`config.mk`:
```
export PLATFORM = sky130hd
export DESIGN_NAME = string_accel_engine
export DESIGN_NICKNAME = d
export VERILOG_FILES = /design/src/rtl/string_accel_engine.sv
export SDC_FILE = /design/constraint.sdc
export NUM_CORES = 1
export LEC_CHECK = 0
export BUFFER_PORTS_ARGS = -buffer_cell sky130_fd_sc_hd__buf_2
export CAP_MARGIN = 0
export CORE_MARGIN = 2
export CORE_UTILIZATION = 52
export CTS_CLUSTER_SIZE = 25
export DETAILED_ROUTE_END_ITERATION = 12
export PLACE_DENSITY = 0.76
export SLEW_MARGIN = 25
export SYNTH_ARGS = -nofsm -noshare
export SYNTH_HDL_FRONTEND = slang
export SYNTH_SLANG_ARGS = --single-unit
```
`constraint.sdc`:
```
create_clock -name clk -period 8.5 [get_ports clk]
set_input_delay 0.425 -clock clk [delete_from_list [all_inputs] [get_ports clk]]
set_output_delay 0.425 -clock clk [all_outputs]
set_load 0.03 [all_outputs]
```
`src/rtl/string_accel_engine.sv`:
```
// string.h accelerator: compare, toupper, tolower, reverse, windowed search, strlen and char-count
// on two NUM_CHARS-byte operands under a go/done handshake. STR_ACCEL_ICASE_EN adds ops 8 and 12.
module string_accel_engine #(
   parameter int NUM_CHARS = 8,
   parameter int LEN_W     = $clog2(NUM_CHARS + 1)
) (
   input  logic                      clk,
   input  logic                      reset,
   input  logic                      go,
   input  logic [3:0]                index,
   input  logic [LEN_W-1:0]          length,
   input  logic [0:NUM_CHARS-1][7:0] A,
   input  logic [0:NUM_CHARS-1][7:0] B,
   output logic                      done,
   output logic                      busy,
   output logic                      error,
   output logic [0:NUM_CHARS-1][7:0] Result
);

   typedef enum logic [2:0] {
      S_IDLE   = 3'd0,
      S_DECODE = 3'd1,
      S_EXEC   = 3'd2,
      S_SCAN   = 3'd3,
      S_DONE   = 3'd4
   } state_t;

   localparam logic [LEN_W-1:0] LEN_MAX = LEN_W'(NUM_CHARS);

   // Integer results sit right-aligned in the last byte.
   function automatic logic [0:NUM_CHARS-1][7:0] int_res(input logic [LEN_W-1:0] v);
      int_res                = '0;
      int_res[NUM_CHARS-1]   = {{(8-LEN_W){1'b0}}, v};
   endfunction

   state_t                      state_r, state_nxt_s;
   logic [0:NUM_CHARS-1][7:0]   a_r, b_r, result_r;
   logic [0:NUM_CHARS-1][7:0]   a_cmp_s, b_cmp_s, a_win_s, a_full_rev_s, a_rev_s;
   logic [0:NUM_CHARS-1][7:0]   up_s, lo_s, rv_s, exec_res_s;
   logic [3:0]                  op_r;
   logic [LEN_W-1:0]            len_r, pos_r, len_in_s, slen_s, cnt_s;
   logic [NUM_CHARS-1:0]        in_len_s;
   logic                        op_valid_s, op_search_s, win_match_s, last_pos_s, eq_s;
   logic                        done_r, busy_r, error_r;

   assign len_in_s    = (length > LEN_MAX) ? LEN_MAX : length;
   assign op_search_s = (op_r[2:0] == 3'd4);
   assign last_pos_s  = (pos_r == (LEN_MAX - len_r));

`ifdef STR_ACCEL_ICASE_EN
   function automatic logic [7:0] fold_lc(input logic [7:0] c);
      fold_lc = ((c >= 8'h41) && (c <= 8'h5A)) ? (c + 8'h20) : c;
   endfunction

   // Fold both operands to lowercase for the case-insensitive variants (index[3]=1).
   always_comb begin
      a_cmp_s = a_r;
      b_cmp_s = b_r;
      for (int i = 0; i < NUM_CHARS; i++) begin
         a_cmp_s[i] = op_r[3] ? fold_lc(a_r[i]) : a_r[i];
         b_cmp_s[i] = op_r[3] ? fold_lc(b_r[i]) : b_r[i];
      end
   end
`else
   assign a_cmp_s = a_r;
   assign b_cmp_s = b_r;
`endif

   // Valid op decode.
   always_comb begin
      op_valid_s = 1'b0;
      case (op_r)
         4'd0, 4'd1, 4'd2, 4'd3, 4'd4, 4'd5, 4'd6: op_valid_s = 1'b1;
`ifdef STR_ACCEL_ICASE_EN
         4'd8, 4'd12:                              op_valid_s = 1'b1;
`endif
         default:                                  op_valid_s = 1'b0;
      endcase
   end

   // Search window starts at byte pos_r; reverse is a full reverse shifted so A[L-1] lands at byte 0.
   assign a_win_s = a_cmp_s << {pos_r, 3'b000};
   assign a_rev_s = a_full_rev_s << {LEN_MAX - len_r, 3'b000};

   // Per-byte datapath for all single-cycle ops and the search window.
   always_comb begin
      eq_s        = 1'b1;
      win_match_s = 1'b1;
      cnt_s       = '0;
      slen_s      = LEN_MAX;
      in_len_s    = '0;
      a_full_rev_s = a_r;
      up_s        = a_r;
      lo_s        = a_r;
      rv_s        = a_r;
      for (int i = 0; i < NUM_CHARS; i++) begin
         in_len_s[i]     = (i < int'(len_r));
         a_full_rev_s[i] = a_r[NUM_CHARS-1-i];
      end
      for (int i = 0; i < NUM_CHARS; i++) begin
         eq_s        = eq_s & ~(in_len_s[i] & (a_cmp_s[i] != b_cmp_s[i]));
         win_match_s = win_match_s & ~(in_len_s[i] & (a_win_s[i] != b_cmp_s[i]));
         cnt_s       = cnt_s + ((in_len_s[i] && (a_r[i] == b_r[0])) ? LEN_W'(1) : LEN_W'(0));
         up_s[i]     = (in_len_s[i] && (a_r[i] >= 8'h61) && (a_r[i] <= 8'h7A)) ? (a_r[i] - 8'h20) : a_r[i];
         lo_s[i]     = (in_len_s[i] && (a_r[i] >= 8'h41) && (a_r[i] <= 8'h5A)) ? (a_r[i] + 8'h20) : a_r[i];
         rv_s[i]     = in_len_s[i] ? a_rev_s[i] : a_r[i];
      end
      for (int i = NUM_CHARS - 1; i >= 0; i--) begin
         slen_s = (a_r[i] == 8'h00) ? LEN_W'(i) : slen_s;
      end
   end

   // Result select for the single-cycle ops.
   always_comb begin
      exec_res_s = '0;
      case (op_r[2:0])
         3'd0:    exec_res_s = int_res({{(LEN_W-1){1'b0}}, eq_s});
         3'd1:    exec_res_s = up_s;
         3'd2:    exec_res_s = lo_s;
         3'd3:    exec_res_s = rv_s;
         3'd5:    exec_res_s = int_res(slen_s);
         3'd6:    exec_res_s = int_res(cnt_s);
         default: exec_res_s = '0;
      endcase
   end

   // Next-state logic.
   always_comb begin
      state_nxt_s = state_r;
      case (state_r)
         S_IDLE: begin
            if (go) state_nxt_s = S_DECODE;
            else    state_nxt_s = S_IDLE;
         end
         S_DECODE: begin
            if (!op_valid_s)      state_nxt_s = S_DONE;
            else if (op_search_s) state_nxt_s = S_SCAN;
            else                  state_nxt_s = S_EXEC;
         end
         S_EXEC:  state_nxt_s = S_DONE;
         S_SCAN: begin
            if (win_match_s || last_pos_s) state_nxt_s = S_DONE;
            else                            state_nxt_s = S_SCAN;
         end
         S_DONE: begin
            if (!go) state_nxt_s = S_IDLE;
            else     state_nxt_s = S_DONE;
         end
         default: state_nxt_s = S_IDLE;
      endcase
   end

   // State, operand capture, registered outputs and result update.
   always_ff @(posedge clk or negedge reset) begin
      if (!reset) begin
         state_r  <= S_IDLE;
         a_r      <= '0;
         b_r      <= '0;
         op_r     <= 4'd0;
         len_r    <= '0;
         pos_r    <= '0;
         result_r <= '0;
         done_r   <= 1'b0;
         busy_r   <= 1'b0;
         error_r  <= 1'b0;
      end else begin
         state_r <= state_nxt_s;
         done_r  <= (state_nxt_s == S_DONE);
         busy_r  <= (state_nxt_s == S_DECODE) || (state_nxt_s == S_EXEC) || (state_nxt_s == S_SCAN);
         case (state_r)
            S_IDLE: begin
               if (go) begin
                  a_r      <= A;
                  b_r      <= B;
                  op_r     <= index;
                  len_r    <= len_in_s;
                  pos_r    <= '0;
                  result_r <= '0;
                  error_r  <= 1'b0;
               end
            end
            S_DECODE: error_r  <= ~op_valid_s;
            S_EXEC:   result_r <= exec_res_s;
            S_SCAN: begin
               if (win_match_s)     result_r <= int_res(pos_r);
               else if (last_pos_s) result_r <= int_res('0) | {{(8*NUM_CHARS-8){1'b0}}, 8'hFF};
               else                 pos_r    <= pos_r + LEN_W'(1);
            end
            default: result_r <= result_r;
         endcase
      end
   end

   assign done   = done_r;
   assign busy   = busy_r;
   assign error  = error_r;
   assign Result = result_r;

endmodule

```
Word-level counts from Yosys, hierarchy flattened. Index checks and enable logic that the tools add are counted.

Output and inout bits: 67. Logic and storage cells: 316. Register bits after elaboration: 210. Input port bits: 139.

Muxes and demuxes: 59. Reduce and logical (&&, ||, !) cells: 62. Equality and inequality tests: 49. Shift-type cells: 2. Bitwise operators: 47. Magnitude comparators: 41. Add/sub/neg operators: 25.

Operators by type and width (count): $pmux W64 S6 (1); $mux W64 (3); $mux W8 (24); $pmux W64 S3 (1); $ge A8 B7 Y1 const B (16); $le A8 B7 Y1 const B (16); $ne A8 B8 Y1 (16); $shl A64 B7 Y64 (2); $add A8 B6 Y8 const B (8); $eq A8 B8 Y1 (8); $logic_not A8 Y1 (8); $sub A8 B6 Y8 const B (8); $mux W4 (12); $logic_and A1 B1 Y1 (40); $and A1 B1 Y1 (30); $eq A3 B2 Y1 const B (6); $not A1 Y1 (17); $add A4 B1 Y4 (4); $lt A3 B4 Y1 const A (4); $eq A3 B3 Y1 const B (5); $pmux W3 S5 (1); $eq A4 B3 Y1 const B (3); $mux W1 (12); $eq A3 B1 Y1 const B (3); other kinds (25) (37).

Longest topological paths before layout.
Word-level depth: 17. Mapped depth: 21. Mapped depth without buffers: 18.

Worst setup path after synthesis. Ideal clock, no wire load.

Kind: register to register. Start: register b_r (netlist bit b_cmp_s[62]). End: register result_r (netlist bit Result[2]). Cell stages (with the launch flop): 20. Library setup time: 0.126 ns. Clock period less this slack: 4.803 ns. Required time: 8.374 ns. Path slack: 3.697 ns. Arrival time: 4.677 ns. Path through: dfrtp_1 -> clkbuf_1 -> xor2_1 -> nor4_1 -> nand3_1 -> or4_1 -> fa_1 -> fa_1 -> fa_1 -> inv_1 -> ha_1 -> inv_1 -> fa_1 -> xor2_1 -> o32ai_1 -> a21oi_1 -> o31ai_1 -> a22oi_1 -> a211oi_1 -> a221o_1.

Longest elaborated chain between the ends: 12.

Ends and longest elaborated chain: from (decl) (line 37) `logic [0:NUM_CHARS-1][7:0] a_r, b_r, result_r;`; from (signal assigned) (line 158) `b_r <= '0;`; from (signal assigned) (line 174) `b_r <= B;`; $eq A8 B8 Y1 or $ne A8 B8 Y1 (tied branches) (line 103, 102); $logic_and A1 B1 Y1 or $and A1 B1 Y1 (tied branches) (line 103, 102); $mux W1 or $not A1 Y1 (tied branches) (line 103, 102); $add A1 B1 Y2 or $and A1 B1 Y1 (tied branches) (line 103, 102); $add A2 B1 Y3 or $and A1 B1 Y1 (tied branches) (line 103, 102); $add A3 B1 Y4 or $and A1 B1 Y1 (tied branches) (line 103, 102); $add A4 B1 Y4 or $and A1 B1 Y1 (tied branches) (4 in a row) (line 103, 102); $pmux W64 S6, or another cell as far along (line 116) `case (op_r[2:0])`; $pmux W64 S3 or $reduce_and A3 Y1 (tied branches); to (signal assigned) (line 183) `S_EXEC: result_r <= exec_res_s;`; to (signal assigned) (line 185) `if (win_match_s) result_r <= int_res(pos_r);`; to (signal assigned) (line 186) `else if (last_pos_s) result_r <= int_res('0) | {{(8*NUM_CHARS-8){1'b0}}, 8'hFF};`; to (decl) (line 37).

Several ways; a longest one is shown, not always the timed one. A chain may end at the register's enable or synchronous reset.

Worst setup path after layout.
Start: register pos_r[0]. End: register result_r (netlist bit Result[43]).

Longest elaborated chain between the ends: 13.

Ends and longest elaborated chain: from (decl) (line 41) `logic [LEN_W-1:0] len_r, pos_r, len_in_s, slen_s, cnt_s;`; from (signal assigned) (line 187) `else pos_r <= pos_r + LEN_W'(1);`; $shl A64 B7 Y64 (line 82) `assign a_win_s = a_cmp_s << {pos_r, 3'b000};`; $ne A8 B8 Y1 (line 102) `win_match_s = win_match_s & ~(in_len_s[i] & (a_win_s[i] != b_cmp_s[i]));`; $and A1 B1 Y1 (line 102); $not A1 Y1 (line 102); $and A1 B1 Y1 (7 in a row) (line 102); $ne A3 B3 Y1 (no source line) or $mux W64 (tied branches); $reduce_and A3 Y1 (no source line) or $pmux W64 S3 (tied branches).

Several ways; a longest one is shown, not always the timed one.

==> metrics.cfg <==
[sta]
setup_viol=0
finalWorstSetupSlack_ns=3.04
finalMaxSlewViolations=0
worst_pin_slew_ns=1.01
clock_skew_ns=0.0156
period_needed_ns=5.46
rsz0062_at_grt=no
maxSlewHeadroom_pct=32.4
tns_ns=0
timing.fmax_mhz=183
finalCritPeriodShare_pct=64.2
hold_viol=0

[logic_synthesis]
synth_nets=2215
ys_seq_area_share_pct=31.8
synth_top_area_share_pct=31.8
ys.warnings.count=0
async_flop_share_pct=100
synth_seq_cells=210
synthFlopType=dfrtp_1
ys_types=76
syn_area_mm2=0.0165
yosysTopAreaCell=dfrtp_1
netlist_instances=2042
syn_area_per_cell_um2=8.09
synthTopCellsByArea=dfrtp_1 32%, nand2_1 11%, xor2_1 5.2%, mux4_2 4.1%, mux2i_1 3.8%
synth-edff-count=0

[setup_path]
critPathMaxFanout=64
cp-end-kind=register
cp.required_ns=8.93
crit_arrival_ns=5.89
startpoint_type=register
worstSetupPathType=register to register

[power]
ir_drop_v=0.000303
power.density_mw_per_mm2=474
power_frac_clock_pct=11.5
internal_power_mw=3.91
swShare_pct=55.1
power_frac_comb_pct=57.9
p_seq_share_pct=30.6
leakage_nw=8.33
switchingPower_mw=4.80

[finish]
antennaDiodeCount=0
syn2layout_area_growth_pct=11.2
fin_nets=2292
drive_gt1_share_pct=16.8

[drt]
via_per_inst=6.64
ant_nets=0
drtPass1Iterations=6
wire_per_inst_um=25.9
drtIter0Drc=2601
vias=16900
drcViolationCount=0
routed_wl_mm=65.7

[min_path]
hold_class=primary input to register

[clock_tree]
clockBufferDepth=3
post_cts_buffers=0
cts_htree_levels=1
clk_latency_ns=0.55
clk_pin_slew_worst_paths_ns=0.07
cts.sinks=210
cts_hold_buf=1
cts_resized=0
ctsRootBufferMaster=clkbuf_16
cts_tree=yes
numCtsBuffers=23

[global_routing]
antenna_found_initial=1
track_usage_pct=38.9
grt_pass1_vias=15800
overflow=0
grt_start_max_net_pins=92
grt_pass1_wl_mm=98.0

[placed_design]
dp_slack_ns=3.17
place_hpwl_mm=45.8
gp_congestion=1.05
io_buffers=205

[floorplan]
die_w_um=182
die-area_mm2=0.0332
num_rows=65
ios=206
start_util_pct=52.6
die_height_um=182
core_area_mm2=0.0314

[outcome]
outcome=completed

[flow_run]
cap_violations=0

[state kept, by name, summed over array words and instances, names as in the netlist]
signal / flops
len_r: 4
error: 1
a_cmp_s: 64
state_r: 3
Result: 64
pos_r: 4
busy: 1
done: 1
op_r: 4
b_cmp_s: 64
[cells in the mapped netlist (all sizes together), types with 9 or more instances]
master / instances
nand2: 502
mux2: 29
o211ai: 17
a211oi: 12
o2bb2ai: 40
o32ai: 12
a32oi: 17
xor2: 98
ha: 30
or4: 9
mux4: 30
o21ai: 99
nor3: 56
dfrtp: 210
inv: 44
a31oi: 32
clkbuf: 151
buf: 39
nor4b: 12
a21boi: 11
nand3: 35
a22o: 24
o221ai: 12
mux2i: 63
nand4: 21
nor2: 89
nor2b: 18
a22oi: 30
nor4: 28
xnor2: 68
o22ai: 19
nand2b: 11
a21oi: 85
[cells by family after synthesis]
family / Yosys count / share of synthesized area (%)
simple gates: 815 / 21.8
buf+inv: 234 / 5.70
fa+ha+maj: 34 / 2.76
xor+xnor: 166 / 8.80
compound gates: 461 / 19.1
mux: 122 / 9.98
flops: 210 / 31.8
[final cells by class]
cell class	count	area (µm²)
Sequential cell	210	5260
Tap cell	402	503
Inverter	44	165
Clock buffer	33	653
Clock inverter	9	76.3
Fill cell	2863	13000
Timing Repair Buffer	242	1320
Multi-Input combinational cell	1598	10400
[power by group through the flow]
stage | registers, mW | logic (mW) | clock network, mW
2_1_floorplan | 1.87 | 3.90 | 0
3_3_place_gp | 2.57 | 4.77 | 0
3_5_place_dp | 2.58 | 4.84 | 0
4_1_cts | 2.58 | 4.87 | 1.00
5_1_grt | 2.68 | 5.40 | 1.04
6_report | 2.66 | 5.04 | 0.998
[placed cells by master (no fill, tap or decap), types with 12 or more instances in the layout]
cell type and count:
nor4_1 28, nor2_1 89, a22o_1 24, o2bb2ai_1 40, mux2i_1 62, o32ai_1 12
o211ai_1 17, a22oi_1 30, mux4_2 30, buf_2 204, o21ai_0 98, nor2b_1 17
a21oi_1 85, inv_1 44, xnor2_1 67, nand4_1 20, dfrtp_1 208, o22ai_1 19
ha_1 29, buf_4 35, mux2_2 22, nand3_1 34, nor3_1 56, o221ai_1 12
clkbuf_16 23, a31oi_1 32, a32oi_1 17, nand2_1 502, xor2_1 97
[critical path: stages, from the launching register on]
cell,delay (ns)
dfrtp_2,0.97
buf_4,0.61
mux4_2,0.59
a22o_1,0.20
or4_1,0.47
o211ai_1,0.17
nand4_2,0.18
o31a_1,0.36
a2111oi_4,0.54
a21boi_2,0.18
or2_2,0.32
buf_4,0.30
a22o_1,0.33
[path summary, 6_finish.rpt]
| path | start | endpoint | cells after the start | slack (ns) |
|---|---|---|---|---|
| max | pos_r[0] | Result[43] | 12 | 3.04 |
| min in group asynchronous | reset | b_cmp_s[13] | 2 | 0.43 |
| max in group asynchronous | reset | a_cmp_s[58] | 3 | 6.76 |
| min | A[57] | a_cmp_s[57] | 3 | 0.06 |
| min reg2reg | Result[54] | Result[54] | 1 | 0.49 |
| max reg2reg | pos_r[0] | Result[43] | 12 | 3.04 |
[per-stage QoR]
step	cell area (µm²)	util, %	hold WS (ns)	cells	power [mW]
3_3_place_gp	17600	56.1	0.441	2495	7.34
4_1_cts	18400	58.5	0.0577	2538	8.45
5_1_grt	18400	58.5	0.0747	2538	9.12
6_report	18400	58.5	0.0627	2538	8.70
3_5_place_dp	17600	56.1	0.451	2495	7.43
2_1_floorplan	16500	-	0.129	2042	5.77
[layer usage]
metal	wire length, µm	GRT usage, %
met5	16	0
met3	9390	11.2
met4	3510	17.7
met2	26400	54.9
met1	26400	55.1
Note: power is estimated with default switching activity, not from simulation.
